`src/rtl/seq_detector_param_pkg.sv`:
```
// Shared constants for the serial sequence detector family.
package seq_detector_param_pkg;

  localparam bit MODE_MEALY = 1'b0;
  localparam bit MODE_MOORE = 1'b1;
  localparam bit OVL_OFF    = 1'b0;
  localparam bit OVL_ON     = 1'b1;

endpackage

```
`src/rtl/seq_detector_param_if.sv`:
```
// Serial-bit / pattern-control / match-report bundle for seq_detector_param.
interface seq_detector_param_if #(
  parameter int unsigned PAT_LEN = 4,
  parameter int unsigned CNT_W   = 8
);

  logic               en;
  logic               x;
  logic               pat_load;
  logic [PAT_LEN-1:0] pat_in;
  logic               cnt_clear;
  logic               y;
  logic [CNT_W-1:0]   match_cnt;
  logic               cnt_sat;

  modport master (
    output en, x, pat_load, pat_in, cnt_clear,
    input  y, match_cnt, cnt_sat
  );

  modport slave (
    input  en, x, pat_load, pat_in, cnt_clear,
    output y, match_cnt, cnt_sat
  );

endinterface

```
`src/rtl/sat_counter.sv`:
```
// Saturating up-counter with synchronous clear; clear wins over increment.
module sat_counter #(
  parameter int unsigned W = 8
) (
  input  logic         clock,
  input  logic         reset,
  input  logic         inc,
  input  logic         clr,
  output logic [W-1:0] q,
  output logic         sat
);

  assign sat = &q;

  always_ff @(posedge clock) begin
    if (!reset) begin
      q <= '0;
    end else if (clr) begin
      q <= '0;
    end else if (inc && !sat) begin
      q <= q + W'(1);
    end
  end

endmodule

```
`src/rtl/seq_detector_param.sv`:
```
// Parametrised serial pattern detector: shift-history compare against a reloadable
// pattern, overlap/non-overlap matching, Mealy or Moore match pulse, saturating match count.
module seq_detector_param
  import seq_detector_param_pkg::*;
#(
  parameter int unsigned        PAT_LEN = 4,
  parameter logic [PAT_LEN-1:0] PATTERN = 4'b1010,
  parameter bit                 OVERLAP = OVL_ON,
  parameter bit                 MOORE   = MODE_MEALY,
  parameter int unsigned        CNT_W   = 8
) (
  input  logic               clock,
  input  logic               reset,
  seq_detector_param_if.slave bus
);

  localparam int unsigned FILL_W   = $clog2(PAT_LEN);
  localparam logic [FILL_W-1:0] FILL_MAX = FILL_W'(PAT_LEN - 1);

  logic [PAT_LEN-1:0] hist;
  logic [PAT_LEN-1:0] hist_n;
  logic [PAT_LEN-1:0] pat;
  logic [FILL_W-1:0]  fill;
  logic               hit;

  assign hist_n = {hist[PAT_LEN-2:0], bus.x};

  // A match needs a full window of fresh bits; reset and a pattern reload both suppress it.
  assign hit = bus.en & reset & ~bus.pat_load & (hist_n == pat) & (fill == FILL_MAX);

  always_ff @(posedge clock) begin
    if (!reset) begin
      hist <= '0;
      fill <= '0;
      pat  <= PATTERN;
    end else if (bus.pat_load) begin
      pat  <= bus.pat_in;
      hist <= '0;
      fill <= '0;
    end else if (bus.en) begin
      hist <= hist_n;
      if (hit && (OVERLAP == OVL_OFF)) begin
        fill <= '0;
      end else if (fill != FILL_MAX) begin
        fill <= fill + FILL_W'(1);
      end
    end
  end

  generate
    if (MOORE == MODE_MOORE) begin : g_moore
      logic y_reg;

      always_ff @(posedge clock) begin
        if (!reset) begin
          y_reg <= 1'b0;
        end else begin
          y_reg <= hit;
        end
      end

      assign bus.y = y_reg;
    end else begin : g_mealy
      assign bus.y = hit;
    end
  endgenerate

  sat_counter #(
    .W (CNT_W)
  ) u_cnt (
    .clock (clock),
    .reset (reset),
    .inc   (hit),
    .clr   (bus.cnt_clear),
    .q     (bus.match_cnt),
    .sat   (bus.cnt_sat)
  );

endmodule

```
`src/flat_wrapper.sv`:
```
// flat-port wrapper written by rule: the top's interface ports become plain ports
module seq_detector_param_flat import seq_detector_param_pkg::*;
#(
  parameter int unsigned        PAT_LEN = 4,
  parameter logic [PAT_LEN-1:0] PATTERN = 4'b1010,
  parameter bit                 OVERLAP = OVL_ON,
  parameter bit                 MOORE   = MODE_MEALY,
  parameter int unsigned        CNT_W   = 8
)
  (clock, reset, bus_en, bus_x, bus_pat_load, bus_pat_in, bus_cnt_clear, bus_y, bus_match_cnt, bus_cnt_sat);
  seq_detector_param_if #(.PAT_LEN(PAT_LEN), .CNT_W(CNT_W)) bus_i ();
  input  logic clock;
  input  logic reset;
  input wire logic [$bits(bus_i.en)-1:0] bus_en;
  input wire logic [$bits(bus_i.x)-1:0] bus_x;
  input wire logic [$bits(bus_i.pat_load)-1:0] bus_pat_load;
  input wire logic [$bits(bus_i.pat_in)-1:0] bus_pat_in;
  input wire logic [$bits(bus_i.cnt_clear)-1:0] bus_cnt_clear;
  output wire logic [$bits(bus_i.y)-1:0] bus_y;
  output wire logic [$bits(bus_i.match_cnt)-1:0] bus_match_cnt;
  output wire logic [$bits(bus_i.cnt_sat)-1:0] bus_cnt_sat;
  assign bus_i.en = bus_en;
  assign bus_i.x = bus_x;
  assign bus_i.pat_load = bus_pat_load;
  assign bus_i.pat_in = bus_pat_in;
  assign bus_i.cnt_clear = bus_cnt_clear;
  assign bus_y = bus_i.y;
  assign bus_match_cnt = bus_i.match_cnt;
  assign bus_cnt_sat = bus_i.cnt_sat;
  seq_detector_param #(.PAT_LEN(PAT_LEN), .PATTERN(PATTERN), .OVERLAP(OVERLAP), .MOORE(MOORE), .CNT_W(CNT_W)) u_core (.clock(clock), .reset(reset), .bus(bus_i));
endmodule
```
`config.mk`:
```
export PLATFORM = sky130hd
export DESIGN_NAME = seq_detector_param_flat
export DESIGN_NICKNAME = d
export VERILOG_FILES = /design/src/rtl/seq_detector_param_pkg.sv /design/src/rtl/seq_detector_param_if.sv /design/src/rtl/sat_counter.sv /design/src/rtl/seq_detector_param.sv /design/src/flat_wrapper.sv
export SDC_FILE = /design/constraint.sdc
export NUM_CORES = 1
export LEC_CHECK = 0
export BUFFER_PORTS_ARGS = -buffer_cell sky130_fd_sc_hd__buf_2
export CAP_MARGIN = 30
export CORE_MARGIN = 10
export CORE_UTILIZATION = 52
export DETAILED_ROUTE_END_ITERATION = 12
export PLACE_DENSITY = 0.76
export SYNTH_ARGS = -nofsm -noshare
export SYNTH_HDL_FRONTEND = slang
export SYNTH_SLANG_ARGS = --single-unit
```
`constraint.sdc`:
```
create_clock -name clock -period 1.6 [get_ports clock]
set_input_delay 0.16 -clock clock [delete_from_list [all_inputs] [get_ports clock]]
set_output_delay 0.16 -clock clock [all_outputs]
set_load 0.03 [all_outputs]
```
Word-level counts from Yosys, hierarchy flattened
Cells that the tools add are included.

storage, ports and cells
  memory bits (read-only) = 0
  input port bits = 10
  latch bits = 0
  memories kept = 0
  register bits after elaboration = 17
  word-level logic and storage cells = 21
  RAM bits = 0
  output and inout port bits = 10

operators by class
  shift operators = 0
  bitwise gates (word level) = 6
  muxes and demuxes = 0
  multiply operators = 0
  equal/unequal tests = 3
  $lt $le $gt $ge = 0
  divide/modulo/power cells = 0
  add/sub/neg operators = 2
  reduce and logical (&&, ||, !) cells = 6

operator list
  kind                                         number
  adder 8 x 1 -> 8 bit, second input constant  1
  AND reduction 8 bit                          1
  AND 1 bit                                    4
  == test 4 bit                                1
  OR reduction 2 bit                           2
  adder 2 x 1 -> 2 bit, second input constant  1
  == test 2 bit, second input constant         1
  != test 2 bit, second input constant         1
  inverter 1 bit                               2
  AND reduction 2 bit                          1
  logical AND 1 bit                            1
  logical NOT 1 bit                            1

Longest topological paths before layout
Gate-level depths: netlist of run 1.

  depth after elaboration = 5
  mapped depth = 6
  gate-level depth less buffers = 5

Modules after synthesis
Synthesis of run 1 repeated with hierarchy kept, for this count alone.

unflattened totals
  cells, all modules = 89
  area, all modules = 839.6 um2

modules (own cells, without submodules)
  module              instances  seq. area each (um2)  cells each  area each (um2)
  sat_counter         1          160.2                 50          422.9
  seq_detector_param  1          180.2                 39          416.6

Least setup slack after synthesis of run 1
OpenSTA, ideal clock, no wires.

  kind = reg-to-reg
  start point = reg u_core.u_cnt.q[0]
  end point = reg u_core.u_cnt.q[7]
  path slack = 0.031 ns
  required time = 1.474 ns
  data arrival time = 1.444 ns
  path buffers = 1
  cell stages (with the launch flop) = 7
  cell sequence = dfxtp_1 > ha_1 > nand3_1 > o211ai_2 > buf_6 > nor4_2 > mux2i_1

on the way
  word-level cells in the longest chain between the ends = 3
  elaborated cells between the ends (all ways) = 4

RTL lines
  element                                                       RTL line           RTL
  start: declaration                                            sat_counter.sv:9   output logic [W-1:0] q,
  start signal: assignment                                      sat_counter.sv:21  q <= q + W'(1);
  branches (longest 3 deep; another with adder 8 x 1 -> 8 bit)  -

Several ways; the timed one is not identified.
A chain may end at the register's enable or synchronous reset.

Worst setup path after layout of run 1
  start point = reg u_core.fill[0]
  end point = out bus_y

on the way
  word-level cells in the longest chain between the ends = 2

RTL lines
  element                   RTL line                  RTL
  start: declaration        seq_detector_param.sv:23  logic [FILL_W-1:0] fill;
  start signal: assignment  seq_detector_param.sv:45  fill <= fill + FILL_W'(1);
  == test 2 bit             seq_detector_param.sv:29  assign hit = bus.en & reset & ~bus.pat_load & (hist_n == pat) & (fill == FILL_MAX);
  AND 1 bit                 seq_detector_param.sv:29
  end: declaration          flat_wrapper.sv:19        output wire logic [$bits(bus_i.y)-1:0] bus_y;

Every way passes these cells.

==> results.toml, run 1 <==
[critical_path]
timing.rr.start = "u_core.fill[0]"
cp_slowest_cell = "dfxtp_2"
max_stage_delay_ns = 0.37
path_class = "reg -> out"
r2r_end = "u_core.u_cnt.q[0]"
crit_chain = "ha_4 -> and4b_1 -> and2_4 -> and2_4 -> buf_6"
startpoint_type = "flip-flop"
crit_fanout = 2
endpoint_kind = "output port"
worstPathRequired_ns = 1.44
cp.arrival_ns = 1.43
worst_path_most_repeated_cell = "and2_4"
reg2reg_depth = 7
r2r_slack_ns = 0.03

[placed_design]
dp_hpwl_mm = 1.72
place_area_sq_mm = 0.00113
place_ws_ns = 0.0581
place_congestion = 0.795
port_buffers = 19
dpl.cell_count = 143

[cts]
path_clk_slew_ns = 0.10
clock_path_buffers = 2
root_buffer = "clkbuf_4"
cts_made_buffers = 3
postCtsHoldBufs = 0
clock_sink_count = 17
cts_max_level = 1
cts_tree = "built"
clkLatencyLatePin_ns = 0.30

[floorplan]
start_util_pct = 55.7
ios = 20
core-area_sq_mm = 0.00175
rows = 15
die_h_um = 63.2
die_w_um = 63.2
fp.dieArea_sq_mm = 0.00400

[pwr]
ir_worst_vdd_uv = 526
clockPowerShare_pct = 30.8
p_comb_share_pct = 11.7
total_power_mw = 0.767
power.internal_mw = 0.573
p_per_area_mw_per_mm2 = 605
leakage_nw = 0.559
switching_share_pct = 25.3
switching_power_mw = 0.194
pwr-share-seq_pct = 57.5

[logic_synthesis]
yosysTopAreaCell = "dfxtp_1"
yosysUniqueCellTypes = 30
yosysWarnings = 0
syn_area_per_cell_sq_um = 10.3
yosys-top-cells-area = "dfxtp_1 (35%), mux2i_1 (11%), o41ai_2 (5.0%), nand2b_1 (3.9%), xnor2_1 (3.6%)"
yosys.area.top_type_share_pct = 35.0
ys_seq_area_share_pct = 35.0
netlist_instances = 94
synth_seq_cells = 17
synth_fp_nets = 106
netlist_area_sq_um = 972

[worst_hold_path]
whs_endpoint = "u_core.pat[1]"
worstHoldPathCells = 3
hold_path.startpoint = "bus_pat_in[1]"
hold_class = "in -> reg"

[final_layout]
seq_area_sq_um = 344
mostFrequentLayoutCells = "buf_2 (17), dfxtp_1 (14), mux2i_1 (11), buf_4 (11), nand2_1 (7)"
diodes = 0
fillers = 132
utilization_pct = 72.7
finish.instance_area_sq_mm = 0.00127
synthToLayoutAreaGrowth_pct = 30.5
finalNetCount = 139
multi_input_area_sq_um = 647
layout.cells.non_filler = 151
layout.cells.most_common = "buf_2"
drive_gt1_share_pct = 43.7

[drt]
drt-wirelength-per-cell_um = 14.9
drc = 0
antenna_left = 0
first_pass_iters = 2
via_per_inst = 5.24
drt_iter0_drc = 7
drt_wl_total_mm = 2.25
vias = 791

[timing]
drv_slew = 0
finalCritPeriodShare_pct = 99.2
finalHoldWorstSlack_ns = 0.0742
finalHoldViolCount = 0
relSlewSlack_pct = 80.8
fin_crit_ns = 1.59
worst_pin_slew_ns = 0.288
setup_tns_ns = 0
setup_viol = 0
final.setup_skew_ns = 0.00369
layout_setup_ws_ns = 0.0133
fmax_mhz = 630
rsz0062_at_grt = "yes"

[global_routing]
grt.overflow.total = 0
antenna_found_initial = 0
grt_pass1_wl_mm = 3.51
grt_max_degree = 13
grt.total_usage_pct = 10.5
grt_pass1_vias = 835

[run]
drv_cap = 0

[run_status]
outcome = "finished clean"
flip-flops by register name, summed over array words and instances (netlist names):
| signal | count |
|---|---|
| u_core.fill | 2 |
| u_core.hist | 3 |
| u_core.pat | 4 |
| u_core.u_cnt.q | 8 |
layer usage:
| metal | up-vias | wire length (um) | track usage (%) |
|---|---|---|---|
| li1 | 402 | - | - |
| met1 | 371 | 888 | 9.66 |
| met2 | 16 | 1250 | 21.2 |
| met3 | 2 | 92 | 3.00 |
| met4 | 0 | 26 | 3.28 |
| met5 | - | 0 | 0 |
worst max-delay path by stage:
stage | from | end | slack [ns] | cells past startpoint
finish | u_core.fill[0] | bus_y | 0.01 | 5
global route | u_core.fill[0] | bus_y | -0.06 | 5
CTS | u_core.fill[1] | bus_y | 0.02 | 5
detailed placement | u_core.fill[0] | u_core.u_cnt.q[7] | 0.06 | 6
global placement | u_core.fill[0] | u_core.u_cnt.q[7] | 0.12 | 6
floorplan | u_core.u_cnt.q[0] | u_core.u_cnt.q[7] | 0.03 | 6
kinds of logic (layout without fill, tap and decap cells):
family | Yosys count | in the layout | share of synthesized area, %
fa+ha+maj | 2 | 2 | 2.57
compound gates | 13 | 13 | 16.0
mux | 11 | 11 | 11.3
simple gates | 39 | 39 | 24.2
flops | 17 | 17 | 35.0
buf+inv | 7 | 39 | 4.50
xor+xnor | 5 | 5 | 6.44
worst max-delay path, delay by kind of cell, from the launching register on:
family / cells / cell delay (ns)
simple gates: 3 / 0.50
buf+inv: 1 / 0.12
fa+ha+maj: 1 / 0.14
flops: 1 / 0.37
power by group through the flow:
stage	Clock [mW]	Combinational, mW	Sequential (mW)
finish	0.237	0.0895	0.441
global route	0.263	0.0981	0.442
CTS	0.244	0.0857	0.441
detailed placement	0	0.0827	0.450
global placement	0	0.0800	0.450
floorplan	0	0.0559	0.449
cells in the mapped netlist:
cell type / count
a21oi_1: 2
and2_1: 2
and3_1: 1
and4b_1: 1
buf_2: 2
buf_6: 2
dfxtp_1: 17
ha_1: 2
inv_1: 3
mux2i_1: 11
nand2_1: 7
nand2b_1: 6
nand3_1: 5
nand4_1: 2
nand4_2: 1
nor2_1: 6
nor2b_1: 4
nor3_1: 1
nor4_2: 1
nor4_4: 1
o211a_1: 1
o211ai_2: 1
o21ai_0: 1
o21ai_1: 2
o311ai_2: 2
o311ai_4: 1
o41ai_2: 3
or3_1: 1
xnor2_1: 4
xnor2_4: 1
timing repair:
action                                  CTS  global route
buffers inserted                          2             2
pin swaps                                 0             1
endpoints found under the setup margin    1             7
gates resized for setup                   7            11
layout make-up:
type                       count  area share (%)
timing repair buffer          32            16.5
tap                           25            2.47
clock buffer                   4            2.07
sequential                    17            27.1
inverter                       3           0.888
multi-input combinational     70            51.0
Note: power is estimated with default switching activity, not from simulation.
==> run 2: changes to the inputs <==
--- a/config.mk
+++ b/config.mk
@@ -8,9 +8,9 @@
 export BUFFER_PORTS_ARGS = -buffer_cell sky130_fd_sc_hd__buf_2
 export CAP_MARGIN = 30
 export CORE_MARGIN = 10
-export CORE_UTILIZATION = 52
+export CORE_UTILIZATION = 45
 export DETAILED_ROUTE_END_ITERATION = 12
-export PLACE_DENSITY = 0.76
+export PLACE_DENSITY = 0.68
 export SYNTH_ARGS = -nofsm -noshare
 export SYNTH_HDL_FRONTEND = slang
 export SYNTH_SLANG_ARGS = --single-unit
==> constraint.sdc (replaced) <==
create_clock -name clock -period 1.8 [get_ports clock]
set_input_delay 0.18 -clock clock [delete_from_list [all_inputs] [get_ports clock]]
set_output_delay 0.18 -clock clock [all_outputs]
set_load 0.03 [all_outputs]
==> results.toml, run 2 (synthesized netlist as in run 1, its figures left out) <==
[critical_path]
r2r_slack_ns = 0.25
timing.rr.start = "u_core.u_cnt.q[0]"
path_class = "reg -> out"
path_delay_family = "simple AND/OR/NAND/NOR gates"
worstPathRequired_ns = 1.62
r2r_end = "u_core.u_cnt.q[0]"
max_stage_delay_ns = 0.35
endpoint_kind = "output port"
crit_buf_inv = 1
crit_fanout = 3
cp_slowest_cell = "dfxtp_2"
startpoint_type = "flip-flop"
cp.arrival_ns = 1.51
crit_chain = "ha_2 -> and4b_1 -> and2_4 -> and2_1 -> clkbuf_4"
reg2reg_depth = 6

[drt]
via_per_inst = 5.26
vias = 763
drt_wl_total_mm = 1.89
drt_iter0_drc = 17
first_pass_iters = 4
drt-wirelength-per-cell_um = 13.0
drc = 0
antenna_left = 0

[final_layout]
finalNetCount = 131
drive_gt1_share_pct = 36.4
layout.cells.most_common = "buf_2"
synthToLayoutAreaGrowth_pct = 18.9
diodes = 0
fillers = 195
top_register = "u_core.u_cnt.q"
mostFrequentLayoutCells = "buf_2 (18), dfxtp_1 (15), mux2i_1 (11)"
utilization_pct = 57.8
largest_register_ffs = 8
reg.largest.list = "u_core.u_cnt.q (8), u_core.pat (4), u_core.hist (3)"

[pwr]
leakage_nw = 0.502
p_comb_share_pct = 10.9
switching_power_mw = 0.164
p_per_area_mw_per_mm2 = 577
pwr-share-seq_pct = 58.7
power.internal_mw = 0.503
clockPowerShare_pct = 30.4
switching_share_pct = 24.5
ir_worst_vdd_uv = 418

[global_routing]
grt_pass1_wl_mm = 3.13
grt_max_degree = 13
antenna_found_initial = 0
grt_pass1_vias = 765
grt.total_usage_pct = 8.69
grt.overflow.total = 0

[cts]
clock_path_buffers = 2
postCtsHoldBufs = 0
cts_max_level = 1
cts_made_buffers = 3
clock_sink_count = 17
clkLatencyLatePin_ns = 0.29
cts_tree = "built"
root_buffer = "clkbuf_4"
path_clk_slew_ns = 0.11

[floorplan]
die_w_um = 66.5
core-area_sq_mm = 0.00200
fp.dieArea_sq_mm = 0.00442
start_util_pct = 48.6
ios = 20
rows = 16
die_h_um = 66.5

[timing]
drv_slew = 0
finalCritPeriodShare_pct = 93.7
rsz0062_at_grt = "no"
setup_tns_ns = 0
fmax_mhz = 593
relSlewSlack_pct = 81.0
worst_pin_slew_ns = 0.283
final.setup_skew_ns = 0.0109
setup_viol = 0
finalHoldViolCount = 0
fin_crit_ns = 1.69

[run]
drv_cap = 0

[worst_hold_path]
whs_endpoint = "u_core.pat[3]"
hold_path.startpoint = "bus_pat_in[3]"
hold_class = "in -> reg"
worstHoldPathCells = 3

[placed_design]
dp_hpwl_mm = 1.53
place_congestion = 0.727
port_buffers = 19

[run_status]
outcome = "finished clean"
run 2: final cells by class:
cell class              count  area (sq um)  share of cell area [%]
multi-input cells          70           593                    51.3
repair buffers             24           148                    12.8
flip-flops and latches     17           343                    29.7
inverters                   3          11.3                   0.974
clock inverters             1          5.00                   0.433
clock buffers               3          22.5                    1.95
well taps                  27          33.8                    2.92
run 2: timing repair:
action,CTS,global route
endpoints found under the setup margin,0,1
buffers inserted,0,0
resized for setup,0,5
run 2: power by group through the flow:
stage / combinational, mW / sequential, mW / clock [mW]
floorplan: 0.0497 / 0.399 / 0
global placement: 0.0720 / 0.400 / 0
detailed placement: 0.0730 / 0.400 / 0
CTS: 0.0732 / 0.391 / 0.216
global route: 0.0809 / 0.393 / 0.230
finish: 0.0729 / 0.392 / 0.203
run 2: worst max path at each step:
stage                      start           endpoint  slack [ns]  cells past startpoint
2_1_floorplan  u_core.u_cnt.q[0]  u_core.u_cnt.q[7]        0.23                      6
3_3_place_gp   u_core.u_cnt.q[0]  u_core.u_cnt.q[7]        0.29                      6
3_5_place_dp      u_core.fill[0]  u_core.u_cnt.q[0]        0.26                      6
4_1_cts           u_core.fill[0]              bus_y        0.07                      5
5_1_grt           u_core.fill[0]              bus_y       0.006                      5
6_report          u_core.fill[0]              bus_y        0.11                      5
run 2: per-stage QoR:
step           setup slack [ns]  hold WS, ns  area (sq um)  std cells  power, mW
2_1_floorplan             0.231        0.242           972         94      0.448
3_3_place_gp              0.286        0.395          1120        141      0.472
3_5_place_dp              0.257        0.398          1120        141      0.473
4_1_cts                  0.0726       0.0821          1150        145      0.681
5_1_grt                 0.00618       0.0977          1160        145      0.703
6_report                  0.113       0.0926          1160        145      0.667
run 2: per-layer routing:
metal	GRT usage, %	up-vias	routed length [um]
li1	-	386	-
met1	9.42	361	872
met2	14.8	14	882
met3	3.51	2	123
met4	3.14	0	8
met5	0	-	0
run 2: worst reg2reg max path: stages (launching register included):
cell      delay [ns]
dfxtp_1         0.37
ha_1            0.25
nand3_1         0.15
o211ai_2        0.12
buf_12          0.17
or3_1           0.30
a21oi_1         0.14
==> run 3: changes to the inputs <==
--- a/config.mk
+++ b/config.mk
@@ -7,10 +7,12 @@
 export LEC_CHECK = 0
 export BUFFER_PORTS_ARGS = -buffer_cell sky130_fd_sc_hd__buf_2
 export CAP_MARGIN = 30
+export CELL_PAD_IN_SITES_DETAIL_PLACEMENT = 1
+export CELL_PAD_IN_SITES_GLOBAL_PLACEMENT = 1
 export CORE_MARGIN = 10
-export CORE_UTILIZATION = 45
+export CORE_UTILIZATION = 40
 export DETAILED_ROUTE_END_ITERATION = 12
-export PLACE_DENSITY = 0.68
+export PLACE_DENSITY_LB_ADDON = 0.1
 export SYNTH_ARGS = -nofsm -noshare
 export SYNTH_HDL_FRONTEND = slang
 export SYNTH_SLANG_ARGS = --single-unit
==> results.toml, run 3 (synthesized netlist as in run 1, its figures left out) <==
[pwr]
power.internal_mw = 0.506
p_comb_share_pct = 10.7
pwr-share-seq_pct = 58.1
leakage_nw = 0.495
switching_power_mw = 0.168
p_per_area_mw_per_mm2 = 593
total_power_mw = 0.674
ir_worst_vdd_uv = 355
switching_share_pct = 25.0
clockPowerShare_pct = 31.2

[drt]
drt_iter0_drc = 41
via_per_inst = 5.23
drt_wl_total_mm = 2.34
first_pass_iters = 4
drc = 0
antenna_left = 0
drt-wirelength-per-cell_um = 16.1
vias = 764

[cts]
root_buffer = "clkbuf_4"
clock_path_buffers = 2
cts_made_buffers = 3
clkLatencyLatePin_ns = 0.29
path_clk_slew_ns = 0.10
cts_tree = "built"
clock_sink_count = 17
cts_max_level = 1

[global_routing]
grt_use_met2_pct = 16.2
grt_most_used_layer = "met2"
grt.overflow.total = 0
grt_pass1_wl_mm = 4.04
antenna_found_initial = 0
grt_pass1_vias = 844
grt.total_usage_pct = 9.94
grt_max_degree = 13
use_met1_pct = 11.2
grtUsageMet3_pct = 4.42

[worst_hold_path]
hold_path.startpoint = "bus_pat_in[1]"
whs_endpoint = "u_core.pat[1]"
hold_class = "in -> reg"
worstHoldPathCells = 3

[critical_path]
max_stage_delay_ns = 0.35
r2r_end = "u_core.u_cnt.q[2]"
crit_cells = 7
timing.rr.start = "u_core.fill[1]"
reg2reg_depth = 7
worstPathRequired_ns = 1.97
crit_chain = "ha_1 -> and4b_1 -> buf_4 -> o211ai_2 -> buf_4 -> o311ai_2 -> o41ai_2"
path_delay_family = "compound AO/OA/AOI/OAI gates"
path_class = "reg -> reg"
endpoint_kind = "flip-flop"
startpoint_type = "flip-flop"
crit_buf_inv = 2
r2r_slack_ns = 0.09
cp_slowest_cell = "dfxtp_1"
crit_fanout = 11
cp.arrival_ns = 1.89
worst_path_most_repeated_cell = "buf_4"

[floorplan]
rows = 17
die_h_um = 69.3
ios = 20
die_w_um = 69.3
fp.dieArea_sq_mm = 0.00480
start_util_pct = 43.1
core-area_sq_mm = 0.00225

[timing]
setup_viol = 0
setup_tns_ns = 0
relSlewSlack_pct = 79.1
finalHoldViolCount = 0
finalCritPeriodShare_pct = 95.3
fmax_mhz = 583
fin_crit_ns = 1.71
rsz0062_at_grt = "no"
worst_pin_slew_ns = 0.313
drv_slew = 0
final.setup_skew_ns = 0.00475

[final_layout]
drive_gt1_share_pct = 33.1
mostFrequentLayoutCells = "buf_2 (18), dfxtp_1 (16), mux2i_1 (11)"
layout.cells.most_common = "buf_2"
synthToLayoutAreaGrowth_pct = 17.0
finalNetCount = 131
reg.largest.list = "u_core.u_cnt.q (8), u_core.pat (4), u_core.hist (3)"
multi_input_area_sq_um = 588
seq_area_sq_um = 342
fillers = 275
diodes = 0
largest_register_ffs = 8
top_register = "u_core.u_cnt.q"

[placed_design]
place_congestion = 0.779
dp_hpwl_mm = 1.91
port_buffers = 19

[run]
drv_cap = 0

[run_status]
outcome = "finished clean"
-- run 3: layout make-up --
cell class / instances / share of cell area [%]
Clock buffer: 4 / 2.31
Inverter: 3 / 0.990
Multi-Input combinational cell: 70 / 51.7
Sequential cell: 17 / 30.0
Tap cell: 28 / 3.08
Timing Repair Buffer: 24 / 11.9
-- run 3: worst register-to-register path: stages, from the launching register on --
cell and delay [ns]:
dfxtp_1 0.35, ha_1 0.17, and4b_1 0.23, buf_4 0.12
o211ai_2 0.07, buf_4 0.20, o311ai_2 0.31, o41ai_2 0.14
-- run 3: worst max-delay path by stage --
| stage | from | end | slack, ns |
|---|---|---|---|
| after floorplan | u_core.u_cnt.q[0] | u_core.u_cnt.q[7] | 0.23 |
| after global placement | u_core.fill[0] | u_core.u_cnt.q[0] | 0.27 |
| after detailed placement | u_core.fill[0] | u_core.u_cnt.q[2] | 0.15 |
| after CTS | u_core.fill[0] | bus_y | 0.01 |
| after global routing | u_core.fill[1] | u_core.u_cnt.q[2] | 0.01 |
| final | u_core.fill[1] | u_core.u_cnt.q[2] | 0.09 |
-- run 3: metal layers --
layer  part of all wire, %  routed length, um
met3                   5.3                125
met1                    44               1020
met2                    49               1150
met5                     0                  0
met4                   1.7                 40
-- run 3: metrics by stage --
stage          util [%]  cell area [sq um]  std cells  setup slack [ns]  hold slack [ns]
2_1_floorplan         -                972         94             0.231            0.242
3_3_place_gp       48.8               1100        141             0.268            0.394
3_5_place_dp       48.8               1100        141             0.145            0.401
4_1_cts            49.9               1130        145            0.0102           0.0855
5_1_grt            50.4               1140        146            0.0147           0.0938
6_report           50.4               1140        146            0.0852           0.0989
-- run 3: power groups by stage --
stage	sequential [mW]	combinational, mW	clock, mW
floorplan	0.399	0.0497	0
global placement	0.400	0.0705	0
detailed placement	0.400	0.0726	0
CTS	0.392	0.0729	0.223
global route	0.393	0.0800	0.250
finish	0.392	0.0719	0.211
-- run 3: repair_timing --
| action | in CTS | in global routing |
|---|---|---|
| gates resized for setup | 0 | 3 |
| hold buffers | 0 | 0 |
| setup endpoints to repair | 0 | 1 |
| buffers inserted | 0 | 1 |
